File: src/rtl/nn_mem_pkg.sv
// Shared types and default geometry for the neural-net memory loader.
package nn_mem_pkg;

  // Default geometry of mem_sys as seen by the loader.
  localparam int DEF_W_ADDR_LEN = 20;
  localparam int DEF_X_ADDR_LEN = 10;
  localparam int DEF_DATA_LEN   = 1;
  localparam int DEF_W_SEL_LEN  = 2;
  localparam int DEF_X_SEL_LEN  = 2;
  localparam int DEF_W_DEPTH    = 300;
  localparam int DEF_X_DEPTH    = 8;

  // Number of weight banks addressed by a W_SEL_LEN-bit select.
  function automatic int num_w_banks(input int sel_len);
    return 2 ** sel_len;
  endfunction

  function automatic int max_int(input int a, input int b);
    return (a > b) ? a : b;
  endfunction

  // Loader FSM encoding; also visible on the state_dbg port.
  typedef enum logic [1:0] {
    ST_IDLE   = 2'd0,
    ST_LOAD_W = 2'd1,
    ST_LOAD_X = 2'd2,
    ST_FIN    = 2'd3
  } state_t;

endpackage

File: src/rtl/nn_bank_picker.sv
// Finds the next weight bank to load: the lowest set bit of mask that lies
// above cur, or the lowest set bit anywhere when from_zero is high.
module nn_bank_picker
  import nn_mem_pkg::*;
#(
  parameter int W_SEL_LEN = DEF_W_SEL_LEN
) (
  input  logic [2**W_SEL_LEN-1:0] mask,
  input  logic [W_SEL_LEN-1:0]    cur,
  input  logic                    from_zero,
  output logic [W_SEL_LEN-1:0]    bank,
  output logic                    none_left
);

  localparam int NUM = 2 ** W_SEL_LEN;

  logic [NUM-1:0] elig;

  // Qualify candidate banks, then pick the lowest qualified index.
  always_comb begin
    elig = '0;
    for (int i = 0; i < NUM; i++) begin
      elig[i] = mask[i] & (from_zero | (i > int'(cur)));
    end
    bank = '0;
    for (int i = NUM - 1; i >= 0; i--) begin
      if (elig[i]) bank = W_SEL_LEN'(i);
    end
  end

  assign none_left = ~|elig;

endmodule

File: src/rtl/nn_mem_loader.sv
// Streams weight and input words from a valid/ready source into the
// mem_sys write ports. Weight banks selected by w_mask are filled in
// ascending order, then one input bank is filled, then done pulses.
//
// Handshake: a word transfers (a "beat") on a rising edge where in_valid
// and in_ready are both high. in_ready depends only on the FSM state, never
// on in_valid. Each beat produces exactly one registered write on the
// following cycle; a beat in the same cycle as an accepted abort is dropped.
module nn_mem_loader
  import nn_mem_pkg::*;
#(
  parameter int W_ADDR_LEN = DEF_W_ADDR_LEN,
  parameter int X_ADDR_LEN = DEF_X_ADDR_LEN,
  parameter int DATA_LEN   = DEF_DATA_LEN,
  parameter int W_SEL_LEN  = DEF_W_SEL_LEN,
  parameter int X_SEL_LEN  = DEF_X_SEL_LEN,
  parameter int W_DEPTH    = DEF_W_DEPTH,
  parameter int X_DEPTH    = DEF_X_DEPTH
) (
  input  logic                    clk,
  input  logic                    rst,
  input  logic                    start,
  input  logic [2**W_SEL_LEN-1:0] w_mask,
  input  logic [X_SEL_LEN-1:0]    x_bank,
  input  logic                    abort,
  input  logic                    in_valid,
  input  logic [DATA_LEN-1:0]     in_data,
  output logic                    in_ready,
  output logic                    w_wq,
  output logic [W_SEL_LEN-1:0]    w_sel,
  output logic [W_ADDR_LEN-1:0]   w_addr,
  output logic                    x_wq,
  output logic [X_SEL_LEN-1:0]    x_sel,
  output logic [X_ADDR_LEN-1:0]   x_addr,
  output logic [DATA_LEN-1:0]     wx_write,
  output logic                    load_ctrl,
  output logic                    done,
  output logic                    aborted,
  output logic [1:0]              state_dbg
);

  localparam int NUM_W_BANKS = num_w_banks(W_SEL_LEN);
  localparam int CNT_LEN     = max_int(W_ADDR_LEN, X_ADDR_LEN);
  localparam logic [CNT_LEN-1:0] W_LAST = CNT_LEN'(W_DEPTH - 1);
  localparam logic [CNT_LEN-1:0] X_LAST = CNT_LEN'(X_DEPTH - 1);

  state_t                  state_q, state_d;
  logic [CNT_LEN-1:0]      cnt_q;
  logic [W_SEL_LEN-1:0]    bank_q;
  logic [NUM_W_BANKS-1:0]  mask_q;
  logic [X_SEL_LEN-1:0]    x_bank_q;

  logic                    beat;
  logic                    w_last;
  logic                    x_last;
  logic [NUM_W_BANKS-1:0]  pick_mask;
  logic                    pick_from_zero;
  logic [W_SEL_LEN-1:0]    pick_bank;
  logic                    pick_none;

  assign beat   = in_valid & in_ready;
  assign w_last = (cnt_q == W_LAST);
  assign x_last = (cnt_q == X_LAST);

  // In IDLE look at the fresh request for the first bank; while loading,
  // search the remaining mask above the bank being written.
  always_comb begin
    if (state_q == ST_IDLE) begin
      pick_mask      = w_mask;
      pick_from_zero = 1'b1;
    end else begin
      pick_mask      = mask_q;
      pick_from_zero = 1'b0;
    end
  end

  nn_bank_picker #(
    .W_SEL_LEN (W_SEL_LEN)
  ) u_bank_picker (
    .mask      (pick_mask),
    .cur       (bank_q),
    .from_zero (pick_from_zero),
    .bank      (pick_bank),
    .none_left (pick_none)
  );

  // FSM state register.
  always_ff @(posedge clk or negedge rst) begin
    if (!rst) state_q <= ST_IDLE;
    else      state_q <= state_d;
  end

  // FSM next-state logic; abort overrides progress in every busy state.
  always_comb begin
    state_d = state_q;
    case (state_q)
      ST_IDLE: begin
        if (start) state_d = pick_none ? ST_LOAD_X : ST_LOAD_W;
      end
      ST_LOAD_W: begin
        if (abort)                            state_d = ST_IDLE;
        else if (beat && w_last && pick_none) state_d = ST_LOAD_X;
      end
      ST_LOAD_X: begin
        if (abort)                 state_d = ST_IDLE;
        else if (beat && x_last)   state_d = ST_FIN;
      end
      ST_FIN:  state_d = ST_IDLE;
      default: state_d = ST_IDLE;
    endcase
  end

  // FSM outputs decoded from the current state.
  always_comb begin
    in_ready  = (state_q == ST_LOAD_W) || (state_q == ST_LOAD_X);
    load_ctrl = (state_q != ST_IDLE);
    done      = (state_q == ST_FIN);
    state_dbg = state_q;
  end

  // Datapath: request capture, address counter, bank walk and registered
  // write port. Select/address/data hold between writes.
  always_ff @(posedge clk or negedge rst) begin
    if (!rst) begin
      cnt_q    <= '0;
      bank_q   <= '0;
      mask_q   <= '0;
      x_bank_q <= '0;
      w_wq     <= 1'b0;
      w_sel    <= '0;
      w_addr   <= '0;
      x_wq     <= 1'b0;
      x_sel    <= '0;
      x_addr   <= '0;
      wx_write <= '0;
      aborted  <= 1'b0;
    end else begin
      w_wq    <= 1'b0;
      x_wq    <= 1'b0;
      aborted <= 1'b0;
      if (state_q == ST_IDLE) begin
        if (start) begin
          mask_q   <= w_mask;
          x_bank_q <= x_bank;
          bank_q   <= pick_bank;
          cnt_q    <= '0;
        end
      end else if (abort) begin
        cnt_q   <= '0;
        mask_q  <= '0;
        aborted <= 1'b1;
      end else if (beat) begin
        wx_write <= in_data;
        if (state_q == ST_LOAD_W) begin
          w_wq   <= 1'b1;
          w_sel  <= bank_q;
          w_addr <= cnt_q[W_ADDR_LEN-1:0];
          if (w_last) begin
            cnt_q          <= '0;
            mask_q[bank_q] <= 1'b0;
            if (!pick_none) bank_q <= pick_bank;
          end else begin
            cnt_q <= cnt_q + 1'b1;
          end
        end else begin
          x_wq   <= 1'b1;
          x_sel  <= x_bank_q;
          x_addr <= cnt_q[X_ADDR_LEN-1:0];
          if (x_last) cnt_q <= '0;
          else        cnt_q <= cnt_q + 1'b1;
        end
      end
    end
  end

endmodule

File: config.mk
export PLATFORM = sky130hd
export DESIGN_NAME = nn_mem_loader
export DESIGN_NICKNAME = d
export VERILOG_FILES = /design/src/rtl/nn_mem_pkg.sv /design/src/rtl/nn_bank_picker.sv /design/src/rtl/nn_mem_loader.sv
export SDC_FILE = /design/constraint.sdc
export NUM_CORES = 1
export LEC_CHECK = 0
export ABC_AREA = 1
export BUFFER_PORTS_ARGS = -buffer_cell sky130_fd_sc_hd__buf_2
export CAP_MARGIN = 20
export CORE_UTILIZATION = 57
export DETAILED_ROUTE_END_ITERATION = 12
export PLACE_DENSITY_LB_ADDON = 0.3
export SETUP_SLACK_MARGIN = 0.05
export SLEW_MARGIN = 20
export SYNTH_ARGS = -nofsm -noshare
export SYNTH_HDL_FRONTEND = slang
export SYNTH_HIERARCHICAL = 1
export SYNTH_SLANG_ARGS = --single-unit
File: constraint.sdc
create_clock -name clk -period 2.45 [get_ports clk]
set_input_delay 0.6125 -clock clk [delete_from_list [all_inputs] [get_ports clk]]
set_output_delay 0.6125 -clock clk [all_outputs]
set_load 0.05 [all_outputs]
==> results by group <==
Pwr
  – Peak supply drop: 753.8 uV
  – Leakage power: 2.041 nW
  – Power Total: 4.059 mW
  – PD cells: 978.9 mW/mm2

Final layout
  – Most common cell after layout, fill and taps aside: nand2_1
  – Synthesis-to-finish area growth: 15.11%
  – Diode count: 0
  – Nets: 508
  – Commonest non-fill, non-tap cells in the layout: nand2_1 (128), dfrtp_1 (66), buf_2 (54), nand3_1 (33), o21ai_0 (32)
  – Layout cells sized above 1: 26.67%
  – Fin area: 0.004146 mm2
  – # fillers: 475
  – Final Non-Filler Cells: 570

Place
  – Dpl cell area: 0.003929 mm2
  – Port bufs: 54
  – GP Congestion: 0.9331
  – Count of placed standard cells including taps: 554
  – DP HPWL: 5645 um

Setup path
  – Crit-path max FO: 11
  – R2R Path Start: state_dbg[0]$_DFFE_PN0P_
  – Kind of start point of the critical path: register
  – Worst-case reg-to-reg path depth: 13
  – CP endpoint: load_ctrl
  – Setup CP Type: register to output pin
  – CP startpoint: state_dbg[0]$_DFFE_PN0P_
  – Arrival @ worst endpoint: 1.68 ns
  – CP endpoint kind: output pin
  – Flop-to-flop setup slack: 0.28 ns
  – Crit path required time: 1.84 ns
  – Worst r2r dst: bank_q[1]$_DFFE_PN0P_

Synth
  – Largest area contributor in the netlist: dfrtp_1
  – Share of the yosys chip area belonging to registers: 47.24%
  – Synth Cell Area: 0.003602 mm2
  – Post-Synthesis Net Count: 453
  – Area contributors post-synth: dfrtp_1 (47%), nand2_1 (13%), nand3_1 (4.6%), o21ai_0 (4.4%), inv_1 (3.1%)
  – Yosys top cell area share: 47.24%
  – Syn Inst Count: 435
  – Synth Warn #: 6
  – Netlist cell types: 32
  – Flops & latches, synth: 68
  – Mean Syn Cell Area: 8.281 um2

Route
  – Via density: 5.495
  – DRT iter0 DRCs: 200
  – TritonRoute pass-1 iters: 6
  – ANT nets after route: 0
  – Avg WL per Cell: 13.87 um
  – Routed wire length: 7905 um
  – DRC violations left: 0
  – Vias: 3132

CTS
  – Clk root buf: clkbuf_8
  – PostCTS Resize Cnt: 0
  – Clock latency on the worst-skew pair: 0.35 ns
  – Num CTS Buffers: 9
  – Htree depth: 3
  – Deepest clock path buffer count: 2
  – CTS tree: done
  – Clk sinks: 68
  – Setup bufs post-CTS: 0
  – Worst-path clk slew: 0.07 ns
  – CTS hold repair buffers: 0

Die
  – # IOs: 55
  – Die Area: 0.006641 mm2
  – Row cnt: 28
  – Starting Density: 60.13%
  – Die Wd: 81.50 um
  – Core ar.: 0.005991 mm2
  – Die Y: 81.50 um

Timing
  – # setup viols final: 0
  – Worst Max-Slew Pin Slew: 0.4605 ns
  – Setup Skew: 0.007064 ns
  – Hold_ws: 0.2677 ns
  – Tmin final: 2.288 ns
  – Rel. slew slack: 69.26%
  – Final Hold Viols: 0
  – Slew Limit Fails: 0
  – Max Clk Rate: 437.0 MHz
  – Crit share post-route: 93.40%
  – Total negative slack: 0 ns
  – Unrepaired setup endpoints after global routing: false

Global route
  – Antenna violations before repair: 0
  – Largest net degree at the start of global routing: 69
  – Total Routing Usage GR: 26.15%
  – First-pass GRT wire length: 13120 um
  – Remaining global-route overflow: 0
  – Number of global-route vias before repair: 2910

Min path
  – Hold Crit Class: primary input to async pin

Flow run
  – Max_cap viols: 0

Run status
  – Status: finished, final reports clean
## where the power goes
group | switching (mW) | internal, mW
sequential | 0.114 | 1.28
combinational | 1.23 | 0.424
clock | 0.413 | 0.600
total | 1.75 | 2.30
## cell usage after synthesis (all sizes together)
cell type	n
buf	10
o21ai	50
clkbuf	6
nand3	37
xor2	10
o211ai	2
nor3b	1
inv	41
mux2	1
nand2	132
ha	6
a21oi	18
nor3	5
o31ai	3
dfrtp	68
nor2	39
nand4	6
## worst max-delay path: stages, from the launching register on
cell     delay (ns)
dfrtp_2        0.41
inv_1          0.07
ha_1           0.32
inv_2          0.22
buf_2          0.31
## registers in the layout, summed over array words and instances, names as in the netlist
register   flops
aborted        1
bank_q         2
cnt_q         20
mask_q         4
state_dbg      2
w_addr        20
w_sel          2
w_wq           1
wx_write       1
x_addr        10
x_bank_q       2
x_sel          2
x_wq           1
## per-stage QoR
stage,utilization [%],setup WS (ns)
2_1_floorplan,-,0.1924
3_3_place_gp,65.58,0.4955
3_5_place_dp,65.58,0.3786
4_1_cts,69.21,0.1793
5_1_grt,69.21,0.09640
6_report,69.21,0.1617
## area by class of cell
type	instances	area (um2)	area share, %
clock buffer	12	145.1	3.500
clock inverter	4	72.57	1.750
inverter	41	153.9	3.712
multi-input combinational	310	1637	39.47
sequential	68	1704	41.10
tap	75	93.84	2.263
timing repair buffer	60	340.3	8.208
## metal layers
layer  share of wire (%)  vias up  GRT usage, %
li1                    -     1519             -
met1                  47     1507         34.57
met2                  47       91         41.50
met3                 4.5       15         5.556
met4                 1.8        0         11.25
met5                   0        -             0
## cells by family (layout without fill, tap and decap cells)
family / Yosys count / in the layout / synth area share, %
xor+xnor: 10 / 10 / 2.431
flops: 68 / 68 / 47.24
buf+inv: 57 / 117 / 7.329
compound gates: 73 / 73 / 13.34
simple gates: 220 / 220 / 27.27
mux: 1 / 1 / 0.3126
fa+ha+maj: 6 / 6 / 2.084
## worst min path at each step
| stage | endpoint | cells past startpoint | slack [ns] |
|---|---|---|---|
| after detailed placement | wx_write$_DFFE_PN0P_ | 2 | 0.46 |
| after CTS | x_addr[6]$_DFFE_PN0P_ | 2 | 0.29 |
| final | x_addr[8]$_DFFE_PN0P_ | 2 | 0.27 |
| after floorplan | aborted$_DFF_PN0_ | 0 | 0.32 |
| after global routing | x_addr[6]$_DFFE_PN0P_ | 2 | 0.28 |
| after global placement | x_sel[1]$_DFFE_PN0P_ | 2 | 0.45 |
No activity file was read; power rests on OpenSTA's default activity.
